`src/rtl/uart_mmio_pkg.sv`:
```
// Shared constants for the memory-mapped UART controller: register offsets,
// status bit positions and the default I/O window base.
package uart_mmio_pkg;

  localparam logic [31:0] IO_BASE_DEFAULT = 32'h8000_0000;

  // Byte offsets within the I/O window (only addr[4:2] is decoded).
  localparam logic [4:0] OFF_TXSTAT = 5'h00;
  localparam logic [4:0] OFF_RXSTAT = 5'h04;
  localparam logic [4:0] OFF_RXDATA = 5'h08;
  localparam logic [4:0] OFF_TXDATA = 5'h0C;
  localparam logic [4:0] OFF_CYCLE  = 5'h10;
  localparam logic [4:0] OFF_LEVEL  = 5'h14;

  // Status register bit positions (shared by TX and RX status).
  localparam int unsigned STAT_AVAIL = 0;
  localparam int unsigned STAT_OVF   = 1;

endpackage

```
`src/rtl/sync_fifo.sv`:
```
// Single-clock FIFO with combinational head output. A push into a full FIFO is
// accepted only when a pop happens on the same edge; a pop of an empty FIFO is ignored.
module sync_fifo #(
  parameter int unsigned WIDTH = 8,
  parameter int unsigned DEPTH = 8,
  localparam int unsigned AW = $clog2(DEPTH),
  localparam int unsigned CW = AW + 1
) (
  input  logic             clk,
  input  logic             reset,
  input  logic             push,
  input  logic [WIDTH-1:0] din,
  input  logic             pop,
  output logic [WIDTH-1:0] dout,
  output logic             full,
  output logic             empty,
  output logic [CW-1:0]    count
);

  logic [WIDTH-1:0] mem [DEPTH];
  logic [AW-1:0]    rdPtr;
  logic [AW-1:0]    wrPtr;
  logic             doPush;
  logic             doPop;

  assign full   = (count == CW'(DEPTH));
  assign empty  = (count == '0);
  assign doPop  = pop & ~empty;
  assign doPush = push & (~full | doPop);
  assign dout   = mem[rdPtr];

  always_ff @(posedge clk or posedge reset) begin
    if (reset) begin
      rdPtr <= '0;
      wrPtr <= '0;
      count <= '0;
    end else begin
      if (doPush) wrPtr <= wrPtr + AW'(1);
      if (doPop)  rdPtr <= rdPtr + AW'(1);
      if (doPush && !doPop)      count <= count + CW'(1);
      else if (doPop && !doPush) count <= count - CW'(1);
    end
  end

  // Storage needs no reset: entries are only visible once pushed.
  always_ff @(posedge clk) begin
    if (doPush) mem[wrPtr] <= din;
  end

endmodule

```
`src/rtl/uart_mmio_ctrl.sv`:
```
// Memory-mapped UART controller: decodes CPU loads/stores in the I/O window and
// buffers UART traffic in TX/RX FIFOs with sticky overflow flags and a cycle counter.
module uart_mmio_ctrl
  import uart_mmio_pkg::*;
#(
  parameter int unsigned DATA_W   = 8,
  parameter int unsigned TX_DEPTH = 8,
  parameter int unsigned RX_DEPTH = 8,
  parameter logic [31:0] IO_BASE  = IO_BASE_DEFAULT
) (
  input  logic              clk,
  input  logic              reset,
  input  logic              stall,
  input  logic [31:0]       addr,
  input  logic [31:0]       wdata,
  input  logic              we,
  input  logic              re,
  output logic              io_sel,
  output logic [31:0]       rdata,
  output logic [DATA_W-1:0] DataIn,
  output logic              DataInValid,
  input  logic              DataInReady,
  input  logic [DATA_W-1:0] DataOut,
  input  logic              DataOutValid,
  output logic              DataOutReady
);

  localparam int unsigned TXCW = $clog2(TX_DEPTH) + 1;
  localparam int unsigned RXCW = $clog2(RX_DEPTH) + 1;

  logic              access;
  logic              rdAcc;
  logic              wrAcc;
  logic [4:0]        offByte;
  logic              txPush;
  logic              txPop;
  logic              txFull;
  logic              txEmpty;
  logic [TXCW-1:0]   txCount;
  logic              rxPop;
  logic              rxFull;
  logic              rxEmpty;
  logic [RXCW-1:0]   rxCount;
  logic [DATA_W-1:0] rxHead;
  logic              txOvf;
  logic              rxOvf;
  logic [31:0]       cycleCnt;
  logic [31:0]       cycleNext;
  logic [31:0]       readVal;
  logic              unusedBits;

  assign io_sel  = (addr[31:28] == IO_BASE[31:28]);
  assign access  = io_sel & ~stall & (re | we);
  assign rdAcc   = access & re;
  assign wrAcc   = access & we;
  assign offByte = {addr[4:2], 2'b00};

  assign txPush       = wrAcc & (offByte == OFF_TXDATA);
  assign txPop        = DataInValid & DataInReady;
  assign rxPop        = rdAcc & (offByte == OFF_RXDATA);
  assign DataInValid  = ~txEmpty;
  assign DataOutReady = 1'b1;

  assign unusedBits = ^{addr[27:5], addr[1:0], wdata[31:DATA_W]};

  sync_fifo #(
    .WIDTH (DATA_W),
    .DEPTH (TX_DEPTH)
  ) u_tx_fifo (
    .clk   (clk),
    .reset (reset),
    .push  (txPush),
    .din   (wdata[DATA_W-1:0]),
    .pop   (txPop),
    .dout  (DataIn),
    .full  (txFull),
    .empty (txEmpty),
    .count (txCount)
  );

  sync_fifo #(
    .WIDTH (DATA_W),
    .DEPTH (RX_DEPTH)
  ) u_rx_fifo (
    .clk   (clk),
    .reset (reset),
    .push  (DataOutValid),
    .din   (DataOut),
    .pop   (rxPop),
    .dout  (rxHead),
    .full  (rxFull),
    .empty (rxEmpty),
    .count (rxCount)
  );

  // Counter reads return the post-edge value, so a read right after a clear sees 1.
  assign cycleNext = (wrAcc && offByte == OFF_CYCLE) ? 32'd0 : cycleCnt + 32'd1;

  always_comb begin
    readVal = '0;
    case (offByte)
      OFF_TXSTAT: begin
        readVal[STAT_AVAIL] = ~txFull;
        readVal[STAT_OVF]   = txOvf;
      end
      OFF_RXSTAT: begin
        readVal[STAT_AVAIL] = ~rxEmpty;
        readVal[STAT_OVF]   = rxOvf;
      end
      OFF_RXDATA: if (!rxEmpty) readVal[DATA_W-1:0] = rxHead;
      OFF_CYCLE:  readVal = cycleNext;
      OFF_LEVEL:  readVal = (32'(rxCount) << 8) | 32'(txCount);
      default:    readVal = '0;
    endcase
  end

  always_ff @(posedge clk or posedge reset) begin
    if (reset) begin
      txOvf    <= 1'b0;
      rxOvf    <= 1'b0;
      cycleCnt <= '0;
      rdata    <= '0;
    end else begin
      cycleCnt <= cycleNext;
      if (rdAcc) rdata <= readVal;
      if (txPush && txFull && !txPop) txOvf <= 1'b1;
      else if (wrAcc && offByte == OFF_TXSTAT) txOvf <= 1'b0;
      // A drop in the same cycle as a clear wins, so no overflow event is lost.
      if (DataOutValid && rxFull && !rxPop) rxOvf <= 1'b1;
      else if (wrAcc && offByte == OFF_RXSTAT) rxOvf <= 1'b0;
    end
  end

endmodule
```
`config.mk`:
```
export PLATFORM = sky130hd
export DESIGN_NAME = uart_mmio_ctrl
export DESIGN_NICKNAME = d
export VERILOG_FILES = /design/src/rtl/uart_mmio_pkg.sv /design/src/rtl/sync_fifo.sv /design/src/rtl/uart_mmio_ctrl.sv
export SDC_FILE = /design/constraint.sdc
export NUM_CORES = 1
export LEC_CHECK = 0
export CAP_MARGIN = 20
export CORE_MARGIN = 2
export CORE_UTILIZATION = 30
export CTS_CLUSTER_SIZE = 25
export DETAILED_ROUTE_END_ITERATION = 10
export GPL_TIMING_DRIVEN = 1
export PLACE_DENSITY = 0.59
export SLEW_MARGIN = 10
export SYNTH_ARGS = -nofsm -noshare
export SYNTH_HDL_FRONTEND = slang
export SYNTH_SLANG_ARGS = --single-unit
```
`constraint.sdc`:
```
create_clock -name clk -period 2.6 [get_ports clk]
set_clock_uncertainty 0.05 [all_clocks]
set_input_delay 0.39 -clock clk [delete_from_list [all_inputs] [get_ports clk]]
set_output_delay 0.39 -clock clk [all_outputs]
set_load 0.02 [all_outputs]
```
# Yosys cells after proc, flatten, opt, wreduce, memory -nomap -nowiden

Memory sizes are Yosys's and may differ from the RTL's.
Index checks and enable logic that the tools add are counted.

Add/sub/neg operators: 9
Equal/unequal tests: 8
Multiplexer cells: 17
Bitwise gates (word level): 20
Reductions and logical operators: 24

Operators with widths:

| cell                  | count |
|---|---|
| $pmux 24 s2           | 1 |
| $add 32x1->32 const B | 1 |
| $mux 32               | 1 |
| $pmux 6 s3            | 1 |
| $mux 4                | 4 |
| $add 3x1->3 const B   | 4 |
| $eq 4x4->1 const B    | 3 |
| $or 12x4->12          | 1 |
| $and 1x1->1           | 11 |
| $logic_and 1x1->1     | 11 |
| $pmux 2 s5            | 1 |
| $add 4x1->4 const B   | 2 |
| $logic_not 4->1       | 2 |
| $mux 1                | 8 |
| $mux 8                | 1 |
| $reduce_bool 2->1     | 4 |
| $sub 4x1->4 const B   | 2 |
| $eq 3x2->1 const B    | 2 |
| $eq 3x3->1 const B    | 2 |
| $logic_not 1->1       | 6 |
| $logic_not 5->1       | 1 |
| $not 1->1             | 5 |
| $eq 3x1->1 const B    | 1 |
| $or 1x1->1            | 3 |

Bits in registers: 86
Bits in writable memories: 128
Bits of input ports: 79
Output and inout bits: 43
Word-level logic and storage cells: 90
Memories kept: 2

Memory list:

| memory        | words | width | rd ports | clocked after Yosys merged registers in | wr ports | RTL line        | text |
|---|---|---|---|---|---|---|---|
| u_rx_fifo.mem | 8     | 8     | 1        | 0                                       | 1        | sync_fifo.sv:20 | `logic [WIDTH-1:0] mem [DEPTH];` |
| u_tx_fifo.mem | 8     | 8     | 1        | 0                                       | 1        | sync_fifo.sv:20 |  |

# Longest topological paths before layout

Gate-level depths: netlist of the first run.

Depth after elaboration: 12
Depth in mapped cells: 12
Gate-level depth less buffers: 12

# By module

From an unflattened synthesis of the first run, not the netlist that was laid out.

Cells, all modules: 637
Area total of the unflattened synthesis: 9295.2 µm²

Modules (own cells, without submodules):

| module         | instances | cells an instance | area an instance (µm²) | sequential area each (µm²) |
|---|---|---|---|---|
| sync_fifo      | 2         | 157               | 3067.9                 | 2172.1 |
| uart_mmio_ctrl | 1         | 323               | 3159.3                 | 1651.6 |

# Least setup slack after synthesis of the first run

Ideal clock, no wire load.

Kind: input to register
Start point: in addr[29]
End point: reg u_tx_fifo.count[3]
Setup time: 0.080 ns
Arrival: 3.037 ns
Data required time: 2.470 ns
Path slack: -0.567 ns
Cell stages on the path: 10
Buffers on the path: 0
Cell sequence: or4b_4 -> a2111oi_0 -> and2_1 -> ha_1 -> inv_1 -> ha_1 -> a21o_1 -> a21oi_1 -> mux2i_1 -> xnor2_1

Word-level cells in the longest chain between the ends: 9
Elaborated cells between the ends (all ways): 11
Those cells by class: eq/ne: 1; mux: 1; bitwise: 5; reduce/logical: 4

RTL lines:

| item                               | RTL line             | text |
|---|---|---|
| start, declared                    | uart_mmio_ctrl.sv:14 | `input logic [31:0] addr,` |
| $eq 4x4->1 (*)                     | uart_mmio_ctrl.sv:52 | `assign io_sel = (addr[31:28] == IO_BASE[31:28]);` |
| $and 1x1->1 (*) (2 in a row)       | uart_mmio_ctrl.sv:53 | `assign access = io_sel & ~stall & (re \| we);` |
| $and 1x1->1 (*)                    | uart_mmio_ctrl.sv:55 | `assign wrAcc = access & we;` |
| $and 1x1->1 (*)                    | uart_mmio_ctrl.sv:58 | `assign txPush = wrAcc & (offByte == OFF_TXDATA);` |
| $and 1x1->1 (*)                    | sync_fifo.sv:29      | `assign doPush = push & (~full \| doPop);` |
| via u_tx_fifo.doPush               | sync_fifo.sv:23      | `logic doPush;` |
| $logic_not 1->1                    | sync_fifo.sv:41      | `else if (doPop && !doPush) count <= count - CW'(1);` |
| $logic_and 1x1->1                  | sync_fifo.sv:41      |  |
| $reduce_bool 2->1 (no source line) | --                   |  |
| end signal, assigned               | sync_fifo.sv:40      | `if (doPush && !doPop) count <= count + CW'(1);` |
| end signal, assigned               | sync_fifo.sv:41      |  |
| end, declared                      | sync_fifo.sv:17      | `output logic [CW-1:0] count` |

Mark *: on every way through the listed nets, which the timed path passes. The rest lies on a longest branch.
A chain may end at the register's enable or synchronous reset.

# Final worst setup path of the first run

Start point: reg u_rx_fifo.count[0]
End point: reg u_rx_fifo.count[3]

Word-level cells in the longest chain between the ends: 8
Elaborated cells between the ends (all ways): 16
Those cells by class: add/sub: 2; eq/ne: 1; mux: 2; bitwise: 5; reduce/logical: 6

RTL lines:

| item                               | RTL line        | text |
|---|---|---|
| start, declared                    | sync_fifo.sv:17 |  |
| start signal, assigned             | sync_fifo.sv:40 |  |
| start signal, assigned             | sync_fifo.sv:41 |  |
| $logic_not 4->1                    | sync_fifo.sv:27 | `assign empty = (count == '0);` |
| $not 1->1                          | sync_fifo.sv:28 | `assign doPop = pop & ~empty;` |
| $and 1x1->1                        | sync_fifo.sv:28 |  |
| $or 1x1->1                         | sync_fifo.sv:29 |  |
| $and 1x1->1                        | sync_fifo.sv:29 |  |
| $logic_not 1->1                    | sync_fifo.sv:41 |  |
| $logic_and 1x1->1                  | sync_fifo.sv:41 |  |
| $reduce_bool 2->1 (no source line) | --              |  |

Parallel ways exist; a longest one is shown, timed or not. The select of a mux whose other input is x is not followed.

==> results.py, run 1 <==
metrics = {
    "status": {
        "status": "completed",
    },
    "setup_path": {
        "cp-end-kind": "flop",
        "rr_startpoint": "u_rx_fifo.count[0]$_DFFE_PP0P_",
        "worst_r2r_path_depth": 9,
        "crit_start": "u_rx_fifo.count[0]$_DFFE_PP0P_",
        "start_kind": "flop",
        "timing.rr.end": "u_rx_fifo.count[3]$_DFFE_PP0P_",
        "path_max_fanout": 6,
        "endpoint": "u_rx_fifo.count[3]$_DFFE_PP0P_",
        "critPathKind": "reg -> reg",
        "cp.arrival_ps": 2880,
        "cp_data_required_time_ps": 2990,
        "reg2reg_setup_slack_ps": 120,
    },
    "floorplanning": {
        "chipHeight_um": 182,
        "num_io_pins": 122,
        "start_util_pct": 30.3,
        "chipWidth_um": 182,
        "fp-row-count": 65,
        "die_area_um2": 33100,
        "core_area_um2": 31400,
    },
    "sta": {
        "max_freq_ghz": 0.403,
        "min_period_over_period_pct": 95.5,
        "worstMarginPinSlew_ps": 711,
        "hold_viol_final": 0,
        "drv_slew": 0,
        "holdWs_ps": 291,
        "rsz0062_at_grt": "false",
        "setup_tns_ps": 0,
        "fin_ws_ps": 117,
        "fin_crit_ps": 2480,
        "setup_viol": 0,
        "slew_headroom_pct": 52.6,
    },
    "finish": {
        "final_cell_area_um2": 12200,
        "post-route-util_pct": 39.0,
        "layout_commonest_cell": "edfxtp_1",
        "nets": 928,
        "stdcell_count": 1256,
        "final_layout_size_suffix_gt1_share_pct": 24.6,
        "fill_cells": 2976,
        "seqCellArea_um2": 6000,
        "diodes": 0,
        "multi_input_area_um2": 3430,
        "area_growth_pct": 28.9,
        "layout_common_cells": "edfxtp_1 (128), dfrtp_1 (83), buf_4 (80), clkdlybuf4s50_1 (57), nand2_1 (43)",
    },
    "power": {
        "powerDensity_nw_per_um2": 853,
        "p_leak_nw": 4.48,
        "ir_worst_vdd_mv": 0.505,
        "power_mw": 10.4,
    },
    "cts": {
        "cts.reportedPaths.clkPinSlew_ps": 60,
        "tritoncts": "done",
        "root_buffer": "clkbuf_16",
        "cts_buffers": 24,
        "clockBufferDepth": 3,
        "cts_max_level": 1,
        "insertion_delay_ps": 520,
        "ctsHoldBuffers": 0,
        "clkSinkCount": 214,
    },
    "placement": {
        "dpl.cell_count": 1198,
        "dp.final_hpwl_um": 14800,
        "port_buffers": 71,
        "gp_congestion": 0.763,
        "pre_cts_slack_ps": -563,
        "place_area_um2": 11300,
    },
    "drt": {
        "drc": 0,
        "via_per_inst": 4.97,
        "wl_um": 22100,
        "vias": 6246,
        "final_antenna_net_count": 0,
        "wl_per_cell_um": 17.6,
        "drtPass1Iterations": 5,
        "first_iter_violations": 503,
    },
    "yosys": {
        "ys_seq_area_share_pct": 63.1,
        "synth_area_um2": 9500,
        "synth_seq_cells": 214,
        "postSynthCellCount": 688,
        "synth-warning-count": 0,
        "synth_edf_count": 128,
        "synth-main-ff-cell": "edfxtp_1",
        "synthArstFlopShare_pct": 40.2,
        "ys_types": 59,
        "avgSynthCellArea_um2": 13.8,
        "syn_nets": 780,
    },
    "global_routing": {
        "grt.total_usage_pct": 13.3,
        "antenna_found_initial": 0,
        "grt_pass1_vias": 6172,
        "grt_max_degree": 87,
        "grt-ovfl-total": 0,
        "grt_pass1_wl_um": 35000,
    },
    "worst_hold_path": {
        "hp-class": "in -> async",
    },
    "job": {
        "maxCapViolCount": 0,
    },
}
==> worst min path at each step <==
stage | start | endpoint | slack (ps) | cells after the start
finish | reset | cycleCnt[31]$_DFF_PP0_ | 290 | 3
global route | reset | cycleCnt[31]$_DFF_PP0_ | 350 | 3
CTS | reset | rxOvf$_DFFE_PP0P_ | 330 | 3
detailed placement | rdata[14]$_DFFE_PP0P_ | rdata[14]$_DFFE_PP0P_ | 430 | 2
global placement | rdata[13]$_DFFE_PP0P_ | rdata[13]$_DFFE_PP0P_ | 420 | 2
floorplan | rxOvf$_DFFE_PP0P_ | rxOvf$_DFFE_PP0P_ | 410 | 1
==> area by class of cell <==
type | count | area share (%)
Inverter | 13 | 0.480
Sequential cell | 214 | 49.0
Multi-Input combinational cell | 422 | 28.0
Tap cell | 402 | 4.11
Timing Repair Buffer | 161 | 12.0
Clock buffer | 36 | 5.53
Clock inverter | 8 | 0.950
==> metal layers <==
layer  vias to the layer above  wire, um  global-route usage [%]
li1                       2978         -                       -
met2                       132     10200                    21.0
met5                         -         0                       0
met3                        29       847                    1.81
met4                         0       429                    3.52
met1                      3107     10600                    19.4
==> Yosys cell counts, drive strengths merged, types with 4 or more instances <==
cell | count | area share [%]
a21oi | 20 | 1.1
a221o | 5 | 0.53
a32oi | 4 | 0.37
buf | 11 | 0.63
clkbuf | 28 | 1.1
dfrtp | 86 | 23
edfxtp | 128 | 40
ha | 11 | 1.4
inv | 13 | 0.51
mux2 | 17 | 2.0
mux2i | 8 | 0.84
mux4 | 31 | 7.3
nand2 | 43 | 1.7
nand2b | 8 | 0.53
nand3 | 25 | 1.3
nand4 | 21 | 1.4
nor2 | 42 | 1.7
nor3 | 21 | 1.1
nor4 | 10 | 0.72
o211ai | 14 | 1.1
o21ai | 18 | 0.95
o221ai | 7 | 0.65
o31ai | 10 | 0.79
or2 | 5 | 0.33
or3 | 10 | 0.66
or4 | 17 | 1.4
xnor2 | 23 | 2.1
xor2 | 5 | 0.46
==> timing repair <==
action	in CTS	in global routing
buffers inserted	4	10
pin swaps	4	12
endpoints found under the setup margin	11	7
cloned	1	0
resized for setup	38	16
==> critical path, cell delays in order (launching register included) <==
cell and delay [ps]:
dfrtp_2 450, or4_1 600, nand4_1 190, ha_4 180, inv_4 50, ha_4 220, a21o_1 160, a21oi_2 140
mux2i_1 240, xnor2_1 140
==> kinds of logic after synthesis <==
kind of cell,share of synthesized area [%]
XOR/XNOR,2.58
other,0.0395
buffers and inverters,2.25
AND/OR/NAND/NOR,12.7
multiplexers,10.2
flip-flops,63.1
AO/OA/AOI/OAI,7.28
adder cells (fa/ha/maj),1.87
==> registers in the layout (all words and copies together) (netlist names), 3 cells and up <==
register and cells:
cycleCnt 32, u_rx_fifo.mem 64, u_tx_fifo.wrPtr 3, u_tx_fifo.mem 64
u_rx_fifo.count 4, u_rx_fifo.wrPtr 3, u_tx_fifo.rdPtr 3, u_tx_fifo.count 4
u_rx_fifo.rdPtr 3, rdata 32
==> power breakdown <==
group / switching, mW / internal, mW / total [mW]
sequential: 0.364 / 4.02 / 4.39
clock: 1.34 / 2.09 / 3.43
combinational: 1.29 / 1.33 / 2.63
Note: power is estimated with default switching activity, not from simulation.
==> inputs of run 2 (changes only) <==
--- a/config.mk
+++ b/config.mk
@@ -6,8 +6,10 @@
 export NUM_CORES = 1
 export LEC_CHECK = 0
 export CAP_MARGIN = 20
+export CORE_ASPECT_RATIO = 1.25
 export CORE_MARGIN = 2
 export CORE_UTILIZATION = 30
+export CTS_BUF_LIST = sky130_fd_sc_hd__clkbuf_16
 export CTS_CLUSTER_SIZE = 25
 export DETAILED_ROUTE_END_ITERATION = 10
 export GPL_TIMING_DRIVEN = 1
==> run 2 against run 1 <==
Sequential share of layout area is 0.22 points higher. Wire length is essentially flat. Final cell count rose by 0.32%. Total power down 2.1%. Utilization rose by 0.20 points. Hold slack worse by 29 ps. Sequential cell count unchanged. Sequential power down 1%. Register-to-register slack better by 20 ps. Fmax down 2.9%. Die area is essentially flat. Via count up 1.1%. Highest routed layer unchanged.
==> results.py, run 2 (synthesis results as in run 1) <==
metrics = {
    "cts": {
        "root_buffer": "clkbuf_16",
        "insertion_delay_ps": 520,
        "tritoncts": "done",
        "cts_buffers": 23,
        "clockBufferDepth": 3,
        "cts_max_level": 1,
        "clkSinkCount": 214,
        "cts.reportedPaths.clkPinSlew_ps": 70,
    },
    "finish": {
        "final_layout_size_suffix_gt1_share_pct": 25.1,
        "post-route-util_pct": 39.2,
        "stdcell_count": 1260,
        "layout_common_cells": "edfxtp_1 (128), dfrtp_1 (85), buf_4 (82), clkdlybuf4s50_1 (57), nand2_1 (43)",
        "largest_registers": "u_rx_fifo.mem (64), u_tx_fifo.mem (64)",
        "nets": 929,
        "multi_input_area_um2": 3410,
        "fill_cells": 2925,
        "area_growth_pct": 28.3,
        "diodes": 0,
        "layout_commonest_cell": "edfxtp_1",
        "seqCellArea_um2": 6000,
    },
    "sta": {
        "fin_crit_ps": 2560,
        "setup_tns_ps": 0,
        "setup_viol": 0,
        "fin_ws_ps": 44.0,
        "drv_slew": 0,
        "slew_headroom_pct": 50.8,
        "hold_viol_final": 0,
        "worstMarginPinSlew_ps": 738,
        "rsz0062_at_grt": "true",
        "holdWs_ps": 262,
        "min_period_over_period_pct": 98.3,
        "max_freq_ghz": 0.391,
    },
    "placement": {
        "pre_cts_slack_ps": -548,
        "port_buffers": 71,
        "gp_congestion": 0.775,
        "dp.final_hpwl_um": 14900,
        "dpl.cell_count": 1211,
    },
    "floorplanning": {
        "die_area_um2": 33100,
        "core_area_um2": 31100,
        "num_io_pins": 122,
        "start_util_pct": 30.6,
        "chipWidth_um": 163,
        "fp-row-count": 72,
        "chipHeight_um": 203,
    },
    "global_routing": {
        "grt_pass1_wl_um": 35400,
        "grt.total_usage_pct": 13.5,
        "grt-ovfl-total": 0,
        "antenna_found_initial": 0,
        "grt_pass1_vias": 6288,
        "grt_max_degree": 39,
    },
    "setup_path": {
        "critPathKind": "reg -> out",
        "worst_r2r_path_depth": 11,
        "timing.rr.end": "u_tx_fifo.count[3]$_DFFE_PP0P_",
        "cp_data_required_time_ps": 2160,
        "slowest_delay_ps": 470,
        "path_cells": "clkbuf_16 > buf_4 > mux4_2 > mux2_2 > buf_2",
        "path_max_fanout": 6,
        "cp-end-kind": "primary output",
        "cp.arrival_ps": 2120,
        "start_kind": "flop",
        "cpMaxStageDelayCell": "mux4_2",
        "reg2reg_setup_slack_ps": 140,
        "crit_start": "u_tx_fifo.rdPtr[0]$_DFFE_PP0N_",
        "rr_startpoint": "u_tx_fifo.count[3]$_DFFE_PP0P_",
    },
    "power": {
        "powerDensity_nw_per_um2": 839,
        "ir_worst_vdd_mv": 0.378,
        "p_leak_nw": 4.46,
    },
    "job": {
        "maxCapViolCount": 0,
    },
    "drt": {
        "final_antenna_net_count": 0,
        "via_per_inst": 5.01,
        "vias": 6312,
        "drc": 0,
        "wl_um": 22100,
        "drtPass1Iterations": 4,
        "wl_per_cell_um": 17.5,
        "first_iter_violations": 286,
    },
    "status": {
        "status": "completed",
    },
    "worst_hold_path": {
        "hp-class": "in -> async",
    },
}
==> run 2: cell type report <==
cell class	instances	area share (%)
timing repair buffer	163	12.2
multi-input combinational	422	28.0
clock inverter	18	1.29
tap	407	4.18
sequential	214	49.2
inverter	13	0.482
clock buffer	23	4.72
==> run 2: how the worst max path moves through the flow <==
stage,to,cells past startpoint
after floorplan,u_rx_fifo.count[3]$_DFFE_PP0P_,10
after global placement,u_tx_fifo.count[3]$_DFFE_PP0P_,11
final,DataIn[5],5
after CTS,DataIn[7],4
after global routing,DataIn[5],5
after detailed placement,u_tx_fifo.count[3]$_DFFE_PP0P_,11
==> run 2: metrics by stage <==
stage               power, mW  area, um^2
CTS                      10.3       12100
global placement         7.12       11400
floorplan                6.00        9570
finish                   10.2       12200
detailed placement       7.16       11400
global route             10.8       12200
==> run 2: report_power, final <==
part	switching, mW	leakage, nW	internal, mW	total (mW)
clock	1.34	0.359	1.82	3.17
sequential	0.319	2.19	4.02	4.34
combinational	1.33	1.91	1.39	2.72
total	3.00	4.46	7.23	10.2
==> run 2: routing by layer <==
layer / global-route usage [%] / share of wire (%) / vias up
li1: - / - / 2969
met1: 18.6 / 46 / 3183
met2: 22.1 / 48 / 128
met3: 2.02 / 4.1 / 32
met4: 3.60 / 1.9 / 0
met5: 0 / 0 / -
==> run 2: worst max-delay path: cells and delay by family, from the launching register on <==
kind,cells,cell delay (ps)
buffers and inverters,3,450
DFF,1,430
muxes,2,740
==> run 2: repair_timing <==
action                                  CTS  global route
hold buffers                              0             0
endpoints found under the setup margin   11            10
pin swaps                                 6             7
buffers inserted                          3             4
gates resized for setup                  30            16
gates cloned                              0             1
